### src/rtl/combination_lock_seq_pkg.sv
// Shared state encoding for the multi-digit combination lock.
// The numeric values are visible on the debug header, so keep them stable.
package combination_lock_pkg;

    localparam int STATE_W = 3;

    typedef enum logic [STATE_W-1:0] {
        LOCKED  = 3'd0,
        ENTRY   = 3'd1,
        OPEN    = 3'd2,
        FAIL    = 3'd3,
        LOCKOUT = 3'd4
    } lock_state_e;

endpackage

### src/rtl/combination_lock_seq_key_edge.sv
// Rising-edge detector for one already-synchronized key level.
// The history register comes out of reset high, so a key that is held down
// while reset is released is not mistaken for a fresh press.
module key_edge (
    input  logic i_clk,
    input  logic i_rst_n,
    input  logic i_level,
    output logic o_press
);

    logic r_prev;
    logic r_press;

    // Remember the previous level and register a one-cycle press pulse on a 0->1 change
    always_ff @(posedge i_clk or negedge i_rst_n) begin
        if (!i_rst_n) begin
            r_prev  <= 1'b1;
            r_press <= 1'b0;
        end else begin
            r_prev  <= i_level;
            r_press <= i_level & ~r_prev;
        end
    end

    assign o_press = r_press;

endmodule

### src/rtl/combination_lock_seq.sv
// Multi-digit combination lock: one digit per Enter press, compared against a
// code snapshot taken at the first press. Counts consecutive failures, locks
// the keypad out after too many, discards stale entries and can auto-relock.
module combination_lock_seq
    import combination_lock_pkg::*;
#(
    parameter int DIGIT_W            = 4,
    parameter int NUM_DIGITS         = 4,
    parameter int MAX_TRIES          = 3,
    parameter int LOCKOUT_CYCLES     = 1000,
    parameter int TIMEOUT_CYCLES     = 500,
    parameter int AUTO_RELOCK_CYCLES = 0
) (
    input  logic                               Clk,
    input  logic                               Reset,
    input  logic                               Enter,
    input  logic                               Clear,
    input  logic                               Relock,
    input  logic [DIGIT_W-1:0]                 Digit,
    input  logic [NUM_DIGITS*DIGIT_W-1:0]      Code,
    output logic                               Unlocked,
    output logic                               Lockout,
    output logic                               Error,
    output logic [$clog2(NUM_DIGITS+1)-1:0]    Progress,
    output logic [$clog2(MAX_TRIES+1)-1:0]     FailCount,
    output logic [STATE_W-1:0]                 State
);

    localparam int PROG_W  = $clog2(NUM_DIGITS + 1);
    localparam int FC_W    = $clog2(MAX_TRIES + 1);
    localparam int CODE_W  = NUM_DIGITS * DIGIT_W;
    localparam int LOCK_TW = $clog2(LOCKOUT_CYCLES + 1);
    localparam int IDLE_TW = $clog2(TIMEOUT_CYCLES + 1);
    localparam bit AR_EN   = (AUTO_RELOCK_CYCLES > 0);
    localparam int AR_TW   = AR_EN ? $clog2(AUTO_RELOCK_CYCLES + 1) : 1;

    localparam logic [PROG_W-1:0]  PROG_LAST = PROG_W'(NUM_DIGITS - 1);
    localparam logic [FC_W-1:0]    FC_MAX    = FC_W'(MAX_TRIES);
    localparam logic [LOCK_TW-1:0] LOCK_LAST = LOCK_TW'(LOCKOUT_CYCLES - 1);
    localparam logic [LOCK_TW-1:0] LOCK_MAX  = LOCK_TW'(LOCKOUT_CYCLES);
    localparam logic [IDLE_TW-1:0] IDLE_LAST = IDLE_TW'(TIMEOUT_CYCLES - 1);
    localparam logic [IDLE_TW-1:0] IDLE_MAX  = IDLE_TW'(TIMEOUT_CYCLES);
    localparam logic [AR_TW-1:0]   AR_LAST   = AR_TW'(AR_EN ? AUTO_RELOCK_CYCLES - 1 : 0);
    localparam logic [AR_TW-1:0]   AR_MAX    = AR_TW'(AR_EN ? AUTO_RELOCK_CYCLES : 1);

    lock_state_e          r_state;
    logic [PROG_W-1:0]    r_progress;
    logic [FC_W-1:0]      r_failCount;
    logic                 r_unlocked;
    logic                 r_lockout;
    logic                 r_error;
    logic                 r_match;
    logic [CODE_W-1:0]    r_shadow;
    logic [LOCK_TW-1:0]   r_lockTimer;
    logic [IDLE_TW-1:0]   r_idleTimer;
    logic [AR_TW-1:0]     r_dwellTimer;

    logic                 w_enterP;
    logic                 w_clearP;
    logic                 w_relockP;
    logic [DIGIT_W-1:0]   w_shadowDigit;
    logic                 w_firstMatch;
    logic                 w_entryMatch;
    logic                 w_evalNow;
    logic                 w_evalMatch;

    key_edge u_enterEdge (
        .i_clk   (Clk),
        .i_rst_n (Reset),
        .i_level (Enter),
        .o_press (w_enterP)
    );

    key_edge u_clearEdge (
        .i_clk   (Clk),
        .i_rst_n (Reset),
        .i_level (Clear),
        .o_press (w_clearP)
    );

    key_edge u_relockEdge (
        .i_clk   (Clk),
        .i_rst_n (Reset),
        .i_level (Relock),
        .o_press (w_relockP)
    );

    // Pick the expected digit for the current position and decide whether this press finishes the code
    always_comb begin
        w_shadowDigit = '0;
        for (int i = 0; i < NUM_DIGITS; i++) begin
            if (int'(r_progress) == i) begin
                w_shadowDigit = r_shadow[(NUM_DIGITS - 1 - i) * DIGIT_W +: DIGIT_W];
            end
        end
        w_firstMatch = (Digit == Code[CODE_W-1 -: DIGIT_W]);
        w_entryMatch = r_match && (Digit == w_shadowDigit);
        w_evalNow    = ((r_state == LOCKED) && w_enterP && (NUM_DIGITS == 1)) ||
                       ((r_state == ENTRY) && w_enterP && !w_clearP && (r_progress == PROG_LAST));
        w_evalMatch  = (r_state == LOCKED) ? w_firstMatch : w_entryMatch;
    end

    // Lock FSM with its shadow code, counters, timers and registered outputs
    always_ff @(posedge Clk or negedge Reset) begin
        if (!Reset) begin
            r_state      <= LOCKED;
            r_progress   <= '0;
            r_failCount  <= '0;
            r_unlocked   <= 1'b0;
            r_lockout    <= 1'b0;
            r_error      <= 1'b0;
            r_match      <= 1'b0;
            r_shadow     <= '0;
            r_lockTimer  <= '0;
            r_idleTimer  <= '0;
            r_dwellTimer <= '0;
        end else begin
            r_error <= 1'b0;
            if (w_evalNow) begin
                if (r_state == LOCKED) begin
                    r_shadow <= Code;
                end
                r_progress <= '0;
                if (w_evalMatch) begin
                    r_state      <= OPEN;
                    r_unlocked   <= 1'b1;
                    r_failCount  <= '0;
                    r_dwellTimer <= '0;
                end else begin
                    r_state     <= FAIL;
                    r_error     <= 1'b1;
                    r_failCount <= r_failCount + FC_W'(1);
                end
            end else begin
                case (r_state)
                    LOCKED: begin
                        if (w_enterP) begin
                            r_shadow    <= Code;
                            r_match     <= w_firstMatch;
                            r_progress  <= PROG_W'(1);
                            r_idleTimer <= '0;
                            r_state     <= ENTRY;
                        end
                    end
                    ENTRY: begin
                        if (w_clearP) begin
                            r_state    <= LOCKED;
                            r_progress <= '0;
                        end else if (w_enterP) begin
                            r_match     <= w_entryMatch;
                            r_progress  <= r_progress + PROG_W'(1);
                            r_idleTimer <= '0;
                        end else if (r_idleTimer == IDLE_LAST) begin
                            r_state    <= LOCKED;
                            r_progress <= '0;
                        end else if (r_idleTimer != IDLE_MAX) begin
                            r_idleTimer <= r_idleTimer + IDLE_TW'(1);
                        end
                    end
                    OPEN: begin
                        if (w_relockP || (AR_EN && (r_dwellTimer == AR_LAST))) begin
                            r_state    <= LOCKED;
                            r_unlocked <= 1'b0;
                        end else if (r_dwellTimer != AR_MAX) begin
                            r_dwellTimer <= r_dwellTimer + AR_TW'(1);
                        end
                    end
                    FAIL: begin
                        if (r_failCount == FC_MAX) begin
                            r_state     <= LOCKOUT;
                            r_lockout   <= 1'b1;
                            r_lockTimer <= '0;
                        end else begin
                            r_state <= LOCKED;
                        end
                    end
                    LOCKOUT: begin
                        if (r_lockTimer == LOCK_LAST) begin
                            r_state     <= LOCKED;
                            r_lockout   <= 1'b0;
                            r_failCount <= '0;
                        end else if (r_lockTimer != LOCK_MAX) begin
                            r_lockTimer <= r_lockTimer + LOCK_TW'(1);
                        end
                    end
                    default: begin
                        r_state    <= LOCKED;
                        r_progress <= '0;
                        r_unlocked <= 1'b0;
                        r_lockout  <= 1'b0;
                    end
                endcase
            end
        end
    end

    assign Unlocked  = r_unlocked;
    assign Lockout   = r_lockout;
    assign Error     = r_error;
    assign Progress  = r_progress;
    assign FailCount = r_failCount;
    assign State     = r_state;

endmodule

### config.mk
export PLATFORM = sky130hd
export DESIGN_NAME = combination_lock_seq
export DESIGN_NICKNAME = d
export VERILOG_FILES = /design/src/rtl/combination_lock_seq_pkg.sv /design/src/rtl/combination_lock_seq_key_edge.sv /design/src/rtl/combination_lock_seq.sv
export SDC_FILE = /design/constraint.sdc
export NUM_CORES = 1
export LEC_CHECK = 0
export ABC_AREA = 1
export BUFFER_PORTS_ARGS = -buffer_cell sky130_fd_sc_hd__clkbuf_2
export CORE_MARGIN = 2
export CORE_UTILIZATION = 40
export DETAILED_ROUTE_END_ITERATION = 16
export PLACE_DENSITY = 0.62
export SETUP_SLACK_MARGIN = 0.02
export SLEW_MARGIN = 40
export SYNTH_ARGS = -nofsm -noshare
export SYNTH_HDL_FRONTEND = slang
export SYNTH_SLANG_ARGS = --single-unit
### constraint.sdc
create_clock -name Clk -period 5.7 [get_ports Clk]
set_input_delay 0.57 -clock Clk [delete_from_list [all_inputs] [get_ports Clk]]
set_output_delay 0.57 -clock Clk [all_outputs]
set_load 0.01 [all_outputs]
; ---- Word-level counts from Yosys, hierarchy flattened
; Index checks and enable logic that the tools add are counted.
[classes]
add_sub_neg = 4
eq_ne = 33
mux = 50
bitwise = 8
n_reduce_logical = 24
[ops]
columns = operator, n
row1 = $mux W16, 4
row2 = $mux W9, 5
row3 = $mux W3, 11
row4 = $mux W10, 3
row5 = $pmux W10 S2, 1
row6 = $pmux W9 S2, 1
row7 = $mux W4, 4
row8 = $pmux W3 S5, 1
row9 = $reduce_and A5 Y1, 3
row10 = $eq A3 B2 Y1 const B, 4
row11 = $mux W1, 12
row12 = $add A10 B1 Y10 const B, 1
row13 = $eq A10 B10 Y1 const B, 1
row14 = $ne A10 B10 Y1 const B, 1
row15 = $ne A2 B1 Y1 const B, 5
row16 = $ne A2 B2 Y1 const B, 5
row17 = $reduce_bool A2 Y1, 5
row18 = $add A9 B1 Y9 const B, 1
row19 = $eq A3 B3 Y1 const B, 3
row20 = $eq A9 B9 Y1 const B, 1
row21 = $ne A3 B2 Y1 const B, 3
row22 = $ne A9 B9 Y1 const B, 1
row23 = $pmux W3 S3, 1
row24 = $eq A4 B4 Y1, 2
row25 = 23 further kinds, 40
[word_totals]
regBits = 53
in_bits = 25
out_inout_bits = 11

; ---- Logic depth before layout (Yosys ltp)
[depth]
depth_word = 10
depth_mapped = 16
mapped_depth_nobuf = 16

; ---- Modules after synthesis
; Synthesis repeated with hierarchy kept, for this count alone.
[unflattened]
cells_unflattened = 380
area_unflattened_um2 = 2959.1
[modules_own_cells]
columns = mod, instances, cells_per_inst, area_each_um2, seq_area_each_um2
row1 = combination_lock_seq, 1, 368, 2775.2, 1176.1
row2 = key_edge, 3, 4, 61.3, 51.3

; ---- Least setup slack after synthesis
; OpenSTA, ideal clock, no wires.
[synth_timing]
kind = register -> register
from = register r_progress[0] (netlist: Progress[0])
to = register r_unlocked (netlist: Unlocked)
t_arrival_ns = 1.775
slack_ns = 3.809
stages_incl_launch_ff = 15
path_buffers = 0
path_cell_list = dfrtp_1 -> ha_1 -> ha_1 -> inv_1 -> o21ai_0 -> inv_1 -> nand2_1 -> nand3_1 -> nand2_1 -> nor2_1 -> nand4_1 -> nand2_1 -> nand2_1 -> nand2_1 -> nand2_1
[synth_between]
elab_chain_cells = 10
elab_cells_between_ends = 18
[synth_lines]
columns = element, line
row1 = start: declaration, combination_lock_seq.sv:47  ; logic [PROG_W-1:0] r_progress;
row2 = start signal: assignment, combination_lock_seq.sv:151  ; r_progress <= r_progress + PROG_W'(1);
row3 = $logic_not A3 Y1, combination_lock_seq.sv:92  ; if (int'(r_progress) == i) begin
row4 = $mux W4 (4 in a row), combination_lock_seq.sv:92
row5 = $eq A4 B4 Y1, combination_lock_seq.sv:97  ; w_entryMatch = r_match && (Digit == w_shadowDigit);
row6 = $logic_and A1 B1 Y1, combination_lock_seq.sv:97
row7 = $mux W1, combination_lock_seq.sv:100  ; w_evalMatch = (r_state == LOCKED) ? w_firstMatch : w_entryMatch;
row8 = $ne A2 B1 Y1 (no source line), --
row9 = $reduce_and A3 Y1 (no source line), --
row10 = end signal: assignment, combination_lock_seq.sv:109  ; r_unlocked <= 1'b0;
row11 = end signal: assignment, combination_lock_seq.sv:126  ; r_unlocked <= 1'b1;
row12 = end signal: assignment, combination_lock_seq.sv:163  ; r_unlocked <= 1'b0;
row13 = end: declaration, combination_lock_seq.sv:49  ; logic r_unlocked;
; Parallel ways exist; a longest one is shown, timed or not.
; A chain may end at the register's enable or synchronous reset.

; ---- Final worst setup path
; Ends and elaborated chain as after synthesis.

==> impl_metrics.ini <==
[global_route]
grt_max_degree = 54
grt_pass1_wl_um = 10500
antenna_found_initial = 0
grt_pass1_vias = 2286
track_usage = 0.155
grt_remaining_overflow = 0

[logic_synthesis]
syn_area_um2 = 3000
synth.avg_cell_area_um2 = 8.41
synthDistinctLibCells = 37
yosysSeqAreaShare = 0.443
postSynthCellCount = 357
netlist.area_leader.share = 0.417
synth_warnings = 0
synth_common_cells = nand2_1 (67), dfrtp_1 (50), inv_1 (47)
yosys.area.top_type = dfrtp_1
synth_nets = 392
synthFlopType = dfrtp_1
synth_area_leaders = dfrtp_1 (42%), nand2_1 (8.4%), inv_1 (5.9%)
synth_most_common_cell = nand2_1
synthArstFlopShare = 1.00
synth_edf_count = 0
ys_ff_latch = 53

[timing]
tightest_slew_ns = 0.676
hold_violations = 0
fmax_mhz = 471
finalMaxSlewViolations = 0
min_period_over_period = 0.373
rsz0062_at_grt = false
fin_skew_ns = 0.00883
hold_ws_ns = 0.351
tns_ns = 0
slew_headroom = 0.549
period_minus_slack_ns = 2.12
setup-violations-final = 0

[flow_run]
cap_viol_max_count = 0

[power]
p_leak_uw = 0.00170
vdd_drop_max_v = 0.000137
p_per_area_nw_per_um2 = 371

[cells_and_area]
layout.nets = 432
fillers = 711
diodes = 0
multi_input_area_um2 = 1440
drive_above_1_share = 0.236
area_growth_syn_to_layout_pct = 13.4
seq_area_um2 = 1330

[route]
routed.top_layer = met4
met3_length_um = 167
drt_wl_total_um = 5910
dr.first_iter.drc_count = 97
antenna_left = 0
drtPass1Iterations = 4
drcViolationCount = 0
wl_met2_um = 2760
route.vias.total = 2377
wl_per_cell_um = 11.9
wl_met1_um = 2950
vias_per_cell = 4.78

[clock_tree]
clk_pin_slew_ns = 0.09
clock_latency_ns = 0.30
cts_resized = 0
cts_buffers = 5
cts-root-buf = clkbuf_8
clock-sinks = 53
cts.path.max_buffers = 2
cts_hold_buf = 0
cts_tree = yes
h-tree-depth = 2
post_cts_buffers = 0

[placed_design]
dp.final_hpwl_um = 4540
place.port_buffers = 35
place_congestion = 0.843

[worst_setup_path]
crit_path_start_kind = register
critical_path_class = reg2reg
cp.arrival_ns = 2.33
crit_path_end_kind = register
required_ns = 5.90
cp_max_fo = 6

[floorplanning]
pin_count = 36
start_util = 0.414
fp-row-count = 31
die_h_um = 90.6
die_w_um = 90.6
placeableCoreArea_um2 = 7250
die_area_um2 = 8220

[min_path]
hold_class = in2reg

[status]
status = complete, no violations
==> where the power goes <==
group          internal [µW]  switching (µW)  total [µW]  leakage, µW
clock                    143             119         263    0.0000585
sequential               467            64.1         531     0.000668
combinational            182             287         469     0.000973
total                    793             470        1260      0.00170
==> worst paths after layout <==
path | from | end | slack, ns | cells after the start
max | Progress[0]$_DFFE_PN0P_ | Unlocked$_DFFE_PN0P_ | 3.58 | 14
min | Relock | u_relockEdge.r_prev$_DFF_PN1_ | 0.35 | 1
max reg2reg | Progress[0]$_DFFE_PN0P_ | Unlocked$_DFFE_PN0P_ | 3.58 | 14
min reg2reg | u_relockEdge.r_prev$_DFF_PN1_ | u_relockEdge.o_press$_DFF_PN0_ | 0.49 | 1
max in group asynchronous | Reset | r_lockTimer[6]$_DFFE_PN0P_ | 4.86 | 2
min in group asynchronous | Reset | r_shadow[15]$_DFFE_PN0P_ | 0.37 | 2
==> area by class of cell <==
class	count	share of cell area
Sequential cell	53	0.391
Tap cell	99	0.0364
Clock inverter	1	0.00882
Timing Repair Buffer	36	0.0537
Multi-Input combinational cell	244	0.422
Clock buffer	7	0.0254
Inverter	57	0.0636
==> registers in the layout, indices dropped and copies added (netlist names) <==
register              count
FailCount                 2
r_match                   1
u_enterEdge.r_prev        1
r_idleTimer               9
u_relockEdge.o_press      1
r_lockTimer              10
u_enterEdge.o_press       1
State                     3
r_shadow                 16
Error                     1
Progress                  3
u_clearEdge.r_prev        1
u_relockEdge.r_prev       1
Unlocked                  1
Lockout                   1
u_clearEdge.o_press       1
==> placed cells by master, fill, tap and decap left out, types with 2 or more instances in the layout <==
cell,instances
nor2_1,33
nand3_1,28
nand3_2,2
o31ai_1,3
clkbuf_8,6
nor3_1,11
nor2_2,3
dfrtp_1,50
ha_1,10
o21ai_1,7
inv_1,47
nand2_2,6
o21ai_0,12
a21oi_2,2
xor2_1,11
a21oi_1,10
nand2_1,67
nand4_1,4
dfstp_2,3
o21ai_2,2
nor3_2,4
inv_2,7
clkinv_1,2
nor4_1,2
clkbuf_2,35
a31oi_1,2
nand2_4,3
mux2_2,14
==> cells by family (layout without fill, tap and decap cells) <==
group / count (synthesis) / count (layout) / synth area share
muxes: 14 / 14 / 0.0525
adders and majority gates: 10 / 10 / 0.0417
AOI/OAI and AO/OA: 41 / 41 / 0.0796
buffers and inverters: 60 / 101 / 0.0792
xor gates and xnor gates: 11 / 11 / 0.0321
DFF: 53 / 53 / 0.443
and+or+nand+nor: 168 / 168 / 0.272
==> stage by stage <==
stage / total power [µW] / utilization / area [µm²] / worst slack [ns] / std cells
after global routing: 1370 / 0.469 / 3400 / 3.35 / 497
after detailed placement: 1010 / 0.453 / 3290 / 3.60 / 489
after floorplan: 892 / - / 3000 / 3.81 / 357
final: 1260 / 0.469 / 3400 / 3.58 / 497
after global placement: 1000 / 0.453 / 3290 / 3.67 / 489
after CTS: 1280 / 0.469 / 3400 / 3.58 / 497
==> layer usage <==
layer | global-route usage | vias to the layer above
li1 | - | 1230
met1 | 0.216 | 1115
met2 | 0.252 | 28
met3 | 0.0267 | 4
met4 | 0.0346 | 0
met5 | 0 | -
==> worst max-delay path, cell delays in order, from the launching register on <==
cell and delay [ns]:
dfrtp_1 0.44, ha_1 0.23, ha_1 0.27, inv_1 0.15, o21ai_0 0.10, inv_1 0.06
nand2_1 0.06, nand3_1 0.07, nand2_1 0.05, nor2_1 0.12, nand4_1 0.12, nand2_1 0.18
nand2_1 0.07, nand2_1 0.06, nand2_1 0.04
No activity file was read; power rests on OpenSTA's default activity.
